File: src/rtl/int_arb_pkg.sv
// Shared types and constants for the interrupt arbiter.
// Optional overflow trap source is enabled by defining INT_ARB_OVF_TRAP_EN.
package int_arb_pkg;

    // Arbiter sequencing: choose a winner, wait for the FSM to take it, wait for return.
    typedef enum logic [1:0] {
        IDLE    = 2'd0,
        REQ     = 2'd1,
        SERVICE = 2'd2
    } arb_state_t;

    localparam logic [31:0] DEF_VEC_BASE   = 32'h0000_0100;
    localparam int          DEF_VEC_STRIDE = 4;

    // Winner-id width: one extra code is reserved so id NSRC can name the trap.
    function automatic int calc_id_w(input int nsrc);
        return (nsrc < 1) ? 1 : $clog2(nsrc + 1);
    endfunction

endpackage

File: src/rtl/int_arb_prio_enc.sv
// Fixed-priority encoder: index 0 wins; valid is low when no request is set.
module int_arb_prio_enc
    import int_arb_pkg::*;
#(
    parameter int N   = 4,
    parameter int IDW = 3
) (
    input  logic [N-1:0]   req,
    output logic           valid,
    output logic [IDW-1:0] idx
);

    // Scan from the top down so the lowest set index is the last one written.
    always_comb begin
        // NOTE: every output gets a default before the loop, so no path leaves it unassigned and no latch is inferred.
        valid = 1'b0;
        idx   = '0;
        for (int i = N - 1; i >= 0; i--) begin
            if (req[i]) begin
                valid = 1'b1;
                idx   = IDW'(i);
            end
        end
    end

endmodule

File: src/rtl/int_arbiter.sv
// Interrupt arbiter for the multi-cycle CPU control FSM: latches irq rising
// edges, masks them, presents one fixed-priority winner until acknowledged,
// and blocks further interrupts until the service routine returns.
// Define INT_ARB_OVF_TRAP_EN to add the non-maskable ALU overflow trap (port ovf).
module int_arbiter
    import int_arb_pkg::*;
#(
    parameter int          NSRC       = 4,
    parameter logic [31:0] VEC_BASE   = DEF_VEC_BASE,
    parameter int          VEC_STRIDE = DEF_VEC_STRIDE,
    localparam int         ID_W       = calc_id_w(NSRC)
) (
    input  logic            clk,
    input  logic            reset,
    input  logic [NSRC-1:0] irq,
`ifdef INT_ARB_OVF_TRAP_EN
    input  logic            ovf,
`endif
    input  logic            mask_we,
    input  logic [NSRC-1:0] mask_din,
    input  logic            int_ack,
    input  logic            int_done,
    output logic            int_req,
    output logic [31:0]     inter_addr,
    output logic [ID_W-1:0] int_id,
    output logic [NSRC-1:0] pending,
    output logic [NSRC-1:0] mask,
    output logic            busy
);

    arb_state_t      state;
    logic [NSRC-1:0] irq_q;
    logic [NSRC-1:0] irq_rise;
    logic [NSRC-1:0] ack_clr;
    logic            ack_take;
    logic            enc_valid;
    logic [ID_W-1:0] enc_idx;
    logic            win_valid;
    logic [ID_W-1:0] win_id;

    function automatic logic [31:0] vec_addr(input logic [ID_W-1:0] id);
        return VEC_BASE + (32'(id) * 32'(VEC_STRIDE));
    endfunction

    assign irq_rise = irq & ~irq_q;
    assign ack_take = (state == REQ) && int_ack;

    // One-hot clear for the irq source being acknowledged (none for the trap id).
    always_comb begin
        ack_clr = '0;
        if (ack_take && (32'(int_id) < 32'(NSRC)))
            ack_clr[int_id[ID_W-1:0]] = 1'b1;
    end

    int_arb_prio_enc #(
        .N   (NSRC),
        .IDW (ID_W)
    ) u_prio_enc (
        .req   (pending & mask),
        .valid (enc_valid),
        .idx   (enc_idx)
    );

`ifdef INT_ARB_OVF_TRAP_EN
    logic ovf_q;
    logic trap_pend;

    // Overflow edge latch; the set term is OR-ed last so a new edge beats a same-cycle ack.
    always_ff @(posedge clk) begin
        if (reset) begin
            ovf_q     <= 1'b0;
            trap_pend <= 1'b0;
        end else begin
            ovf_q     <= ovf;
            trap_pend <= (trap_pend & ~(ack_take && (32'(int_id) == 32'(NSRC))))
                       | (ovf & ~ovf_q);
        end
    end

    // The trap ignores the mask and outranks every irq source.
    always_comb begin
        win_valid = trap_pend | enc_valid;
        win_id    = trap_pend ? ID_W'(NSRC) : enc_idx;
    end
`else
    // Without the trap the encoder result is the winner as-is.
    always_comb begin
        win_valid = enc_valid;
        win_id    = enc_idx;
    end
`endif

    // Edge detection, pending latch (set wins over clear) and mask register.
    always_ff @(posedge clk) begin
        if (reset) begin
            irq_q   <= '0;
            pending <= '0;
            mask    <= '0;
        end else begin
            // NOTE: non-blocking assignments make every register here update from pre-edge values, like real flops.
            irq_q   <= irq;
            pending <= (pending & ~ack_clr) | irq_rise;
            if (mask_we)
                mask <= mask_din;
        end
    end

    // Control FSM with registered request, winner id, vector address and busy flag.
    always_ff @(posedge clk) begin
        if (reset) begin
            state      <= IDLE;
            int_req    <= 1'b0;
            busy       <= 1'b0;
            inter_addr <= '0;
            int_id     <= '0;
        end else begin
            case (state)
                IDLE: begin
                    if (win_valid) begin
                        int_id     <= win_id;
                        inter_addr <= vec_addr(win_id);
                        int_req    <= 1'b1;
                        state      <= REQ;
                    end
                end
                REQ: begin
                    // Committed request: held until acked; int_done is ignored here.
                    if (int_ack) begin
                        int_req <= 1'b0;
                        busy    <= 1'b1;
                        state   <= SERVICE;
                    end
                end
                SERVICE: begin
                    if (int_done) begin
                        busy  <= 1'b0;
                        state <= IDLE;
                    end
                end
                default: state <= IDLE;
            endcase
        end
    end

endmodule

File: config.mk
export PLATFORM = sky130hd
export DESIGN_NAME = int_arbiter
export DESIGN_NICKNAME = d
export VERILOG_FILES = /design/src/rtl/int_arb_pkg.sv /design/src/rtl/int_arb_prio_enc.sv /design/src/rtl/int_arbiter.sv
export SDC_FILE = /design/constraint.sdc
export NUM_CORES = 1
export LEC_CHECK = 0
export ABC_AREA = 1
export CORE_ASPECT_RATIO = 0.9
export CORE_MARGIN = 10
export CORE_UTILIZATION = 40
export CTS_CLUSTER_SIZE = 25
export DETAILED_ROUTE_END_ITERATION = 8
export HOLD_SLACK_MARGIN = 0.06
export PLACE_DENSITY = 0.84
export SYNTH_ARGS = -nofsm -noshare
export SYNTH_HDL_FRONTEND = slang
export SYNTH_SLANG_ARGS = --single-unit
export TNS_END_PERCENT = 1
File: constraint.sdc
create_clock -name clk -period 2.9 [get_ports clk]
set_input_delay 0.725 -clock clk [delete_from_list [all_inputs] [get_ports clk]]
set_output_delay 0.725 -clock clk [all_outputs]
set_load 0.005 [all_outputs]
==> results.sh <==
export IMPL_outcome="complete, no violations"
export IMPL_r2r_slack_ns=1.94
export IMPL_cp_slowest_cell="clkdlybuf4s50_1"
export IMPL_first_pass_iters=4
export IMPL_io_buffers=27
export IMPL_vias=757
export IMPL_placed_area_um2=1170
export IMPL_antenna_cells=0
export IMPL_final_cell_area_um2=1190
export IMPL_crit_fanout=5
export IMPL_drt_wl_total_mm=2.05
export IMPL_worstSetupPathDepth=1
export IMPL_grt_max_degree=14
export IMPL_cp_required_ns=2.17
export IMPL_start_util_pct=41.4
export IMPL_drt_iter0_drc=13
export IMPL_ys_ff_latch=19
export IMPL_via_per_inst=4.01
export IMPL_grt_pass1_vias=659
export IMPL_syn_area_per_cell_um2=7.49
export IMPL_critPathKind="flop to primary output"
export IMPL_fin_crit_ns=1.98
export IMPL_slew_violations=0
export IMPL_hold_ws_ns=0.468
export IMPL_die_h_um=67.5
export IMPL_path_clk_slew_ns=0.10
export IMPL_dp_hpwl_mm=1.77
export IMPL_power_density_nw_per_um2=467
export IMPL_mostFrequentLayoutCells="conb_1, clkdlybuf4s50_1, nand2_1, dfxtp_1, inv_1"
export IMPL_cts_max_path_buffers=2
export IMPL_antenna_left=0
export IMPL_cp_start_kind="flop"
export IMPL_synth_warning_count=0
export IMPL_cts_buffers=3
export IMPL_postSynthCellCount=134
export IMPL_timing_final_hold_violations=0
export IMPL_peakVddDrop_mv=0.380
export IMPL_hold_depth=3
export IMPL_grt_pass1_wl_mm=2.83
export IMPL_hp_class="flop to flop"
export IMPL_fmax_ghz=0.505
export IMPL_wl_per_cell_um=10.8
export IMPL_area_growth_syn_to_layout_pct=18.8
export IMPL_grt_overflow_total=0
export IMPL_cts_htree_levels=1
export IMPL_post_cts_resized=0
export IMPL_cp_end_kind="primary output"
export IMPL_worstPathCellList="clkdlybuf4s50_1"
export IMPL_yosysSeqAreaShare_pct=37.9
export IMPL_clock_sinks=19
export IMPL_layout_commonest_cell="conb_1"
export IMPL_p_leak_uw=0.000607
export IMPL_nNetsFinal=175
export IMPL_grt_use_total_pct=7.09
export IMPL_setup_viol=0
export IMPL_core_area_um2=2420
export IMPL_critical_path_arrival_ns=1.26
export IMPL_ios=58
export IMPL_fp_dieW_um=72.8
export IMPL_rsz0062_at_grt="false"
export IMPL_cpLargestDelayFamily="buffers and inverters"
export IMPL_syn_area_um2=1000
export IMPL_antenna_found_initial=0
export IMPL_drive_gt1_share_pct=6.21
export IMPL_holdBufCountCts=0
export IMPL_fin_setup_tns_ns=0
export IMPL_num_rows=17
export IMPL_finalCritPeriodShare_pct=68.3
export IMPL_drc=0
export IMPL_die_area_um2=4910
export IMPL_yosysUniqueCellTypes=17
export IMPL_cts_tree="yes"
export IMPL_slowest_delay_ns=0.55
export IMPL_insertion_delay_ns=0.29
export IMPL_cts_setup_buffers=0
export IMPL_root_buffer="clkbuf_4"
export IMPL_worst_r2r_path_depth=6
export IMPL_finClkSkew_ns=0.00161
export IMPL_gp_congestion=0.818
export IMPL_path_buf_inv=1
export IMPL_drv_cap=0
[layout make-up]
class	count	area, um^2
Fill cell	258	1230
Clock buffer	4	26.3
Multi-Input combinational cell	93	413
Inverter	18	67.6
Tap cell	28	35.0
Timing Repair Buffer	27	270
Sequential cell	19	380
[cell usage after synthesis]
cell type	instances	area share [%]
inv_1	18	6.7
nand3b_1	1	0.75
a21oi_1	3	1.5
buf_6	1	1.1
conb_1	1	0.37
nor2_2	2	1.2
nand3_2	1	1.0
nor2_1	12	4.5
nor3_1	5	2.5
nand3_1	2	1.0
dfxtp_1	19	38
nand3b_4	1	2.0
nand2_1	23	8.6
buf_4	32	24
o21ai_1	3	1.5
nand2_2	3	1.9
o21ai_0	7	3.5
[report_power, final]
part | leakage, uW | internal, uW | switching [uW] | total [uW]
combinational | 0.000434 | 67.0 | 57.6 | 125
clock | 0.0000150 | 53.6 | 76.9 | 130
sequential | 0.000158 | 283 | 18.1 | 302
[routing by layer]
metal / GRT usage (%) / up-vias / part of all wire [%]
li1: - / 399 / -
met3: 4.69 / 2 / 11
met2: 11.9 / 30 / 48
met5: 0 / - / 0
met1: 7.58 / 326 / 41
met4: 0.711 / 0 / 0.29
[state kept, by name (all words and copies together), names as in the netlist]
signal      cells
irq_q           4
mask            4
pending         4
inter_addr      2
state           2
busy            1
int_id          1
int_req         1
[cell families (layout without fill, tap and decap cells)]
kind of cell / count (synthesis) / after routing / share of synthesized area [%]
AO/OA/AOI/OAI: 13 / 13 / 6.48
other: 1 / 30 / 0.374
buffers and inverters: 51 / 49 / 31.8
flip-flops: 19 / 19 / 37.9
AND/OR/NAND/NOR: 50 / 50 / 23.4
[worst paths after layout]
path | from | to
hold reg to reg | irq_q[3] | pending[3]
setup reg to reg | state[0] | int_id[0]
hold / removal | irq_q[3] | pending[3]
setup / recovery | inter_addr[3] | int_id[1]
[per-stage QoR]
step / std cells / total power [uW] / setup WS (ns) / util (%)
6_report: 189 / 557 / 0.918 / 49.2
4_1_cts: 189 / 562 / 0.896 / 49.2
3_5_place_dp: 185 / 433 / 0.997 / 48.1
2_1_floorplan: 163 / 397 / 1.68 / -
3_3_place_gp: 185 / 430 / 1.05 / 48.1
5_1_grt: 189 / 588 / 0.865 / 49.2
Power figures use the tool's default switching activity.
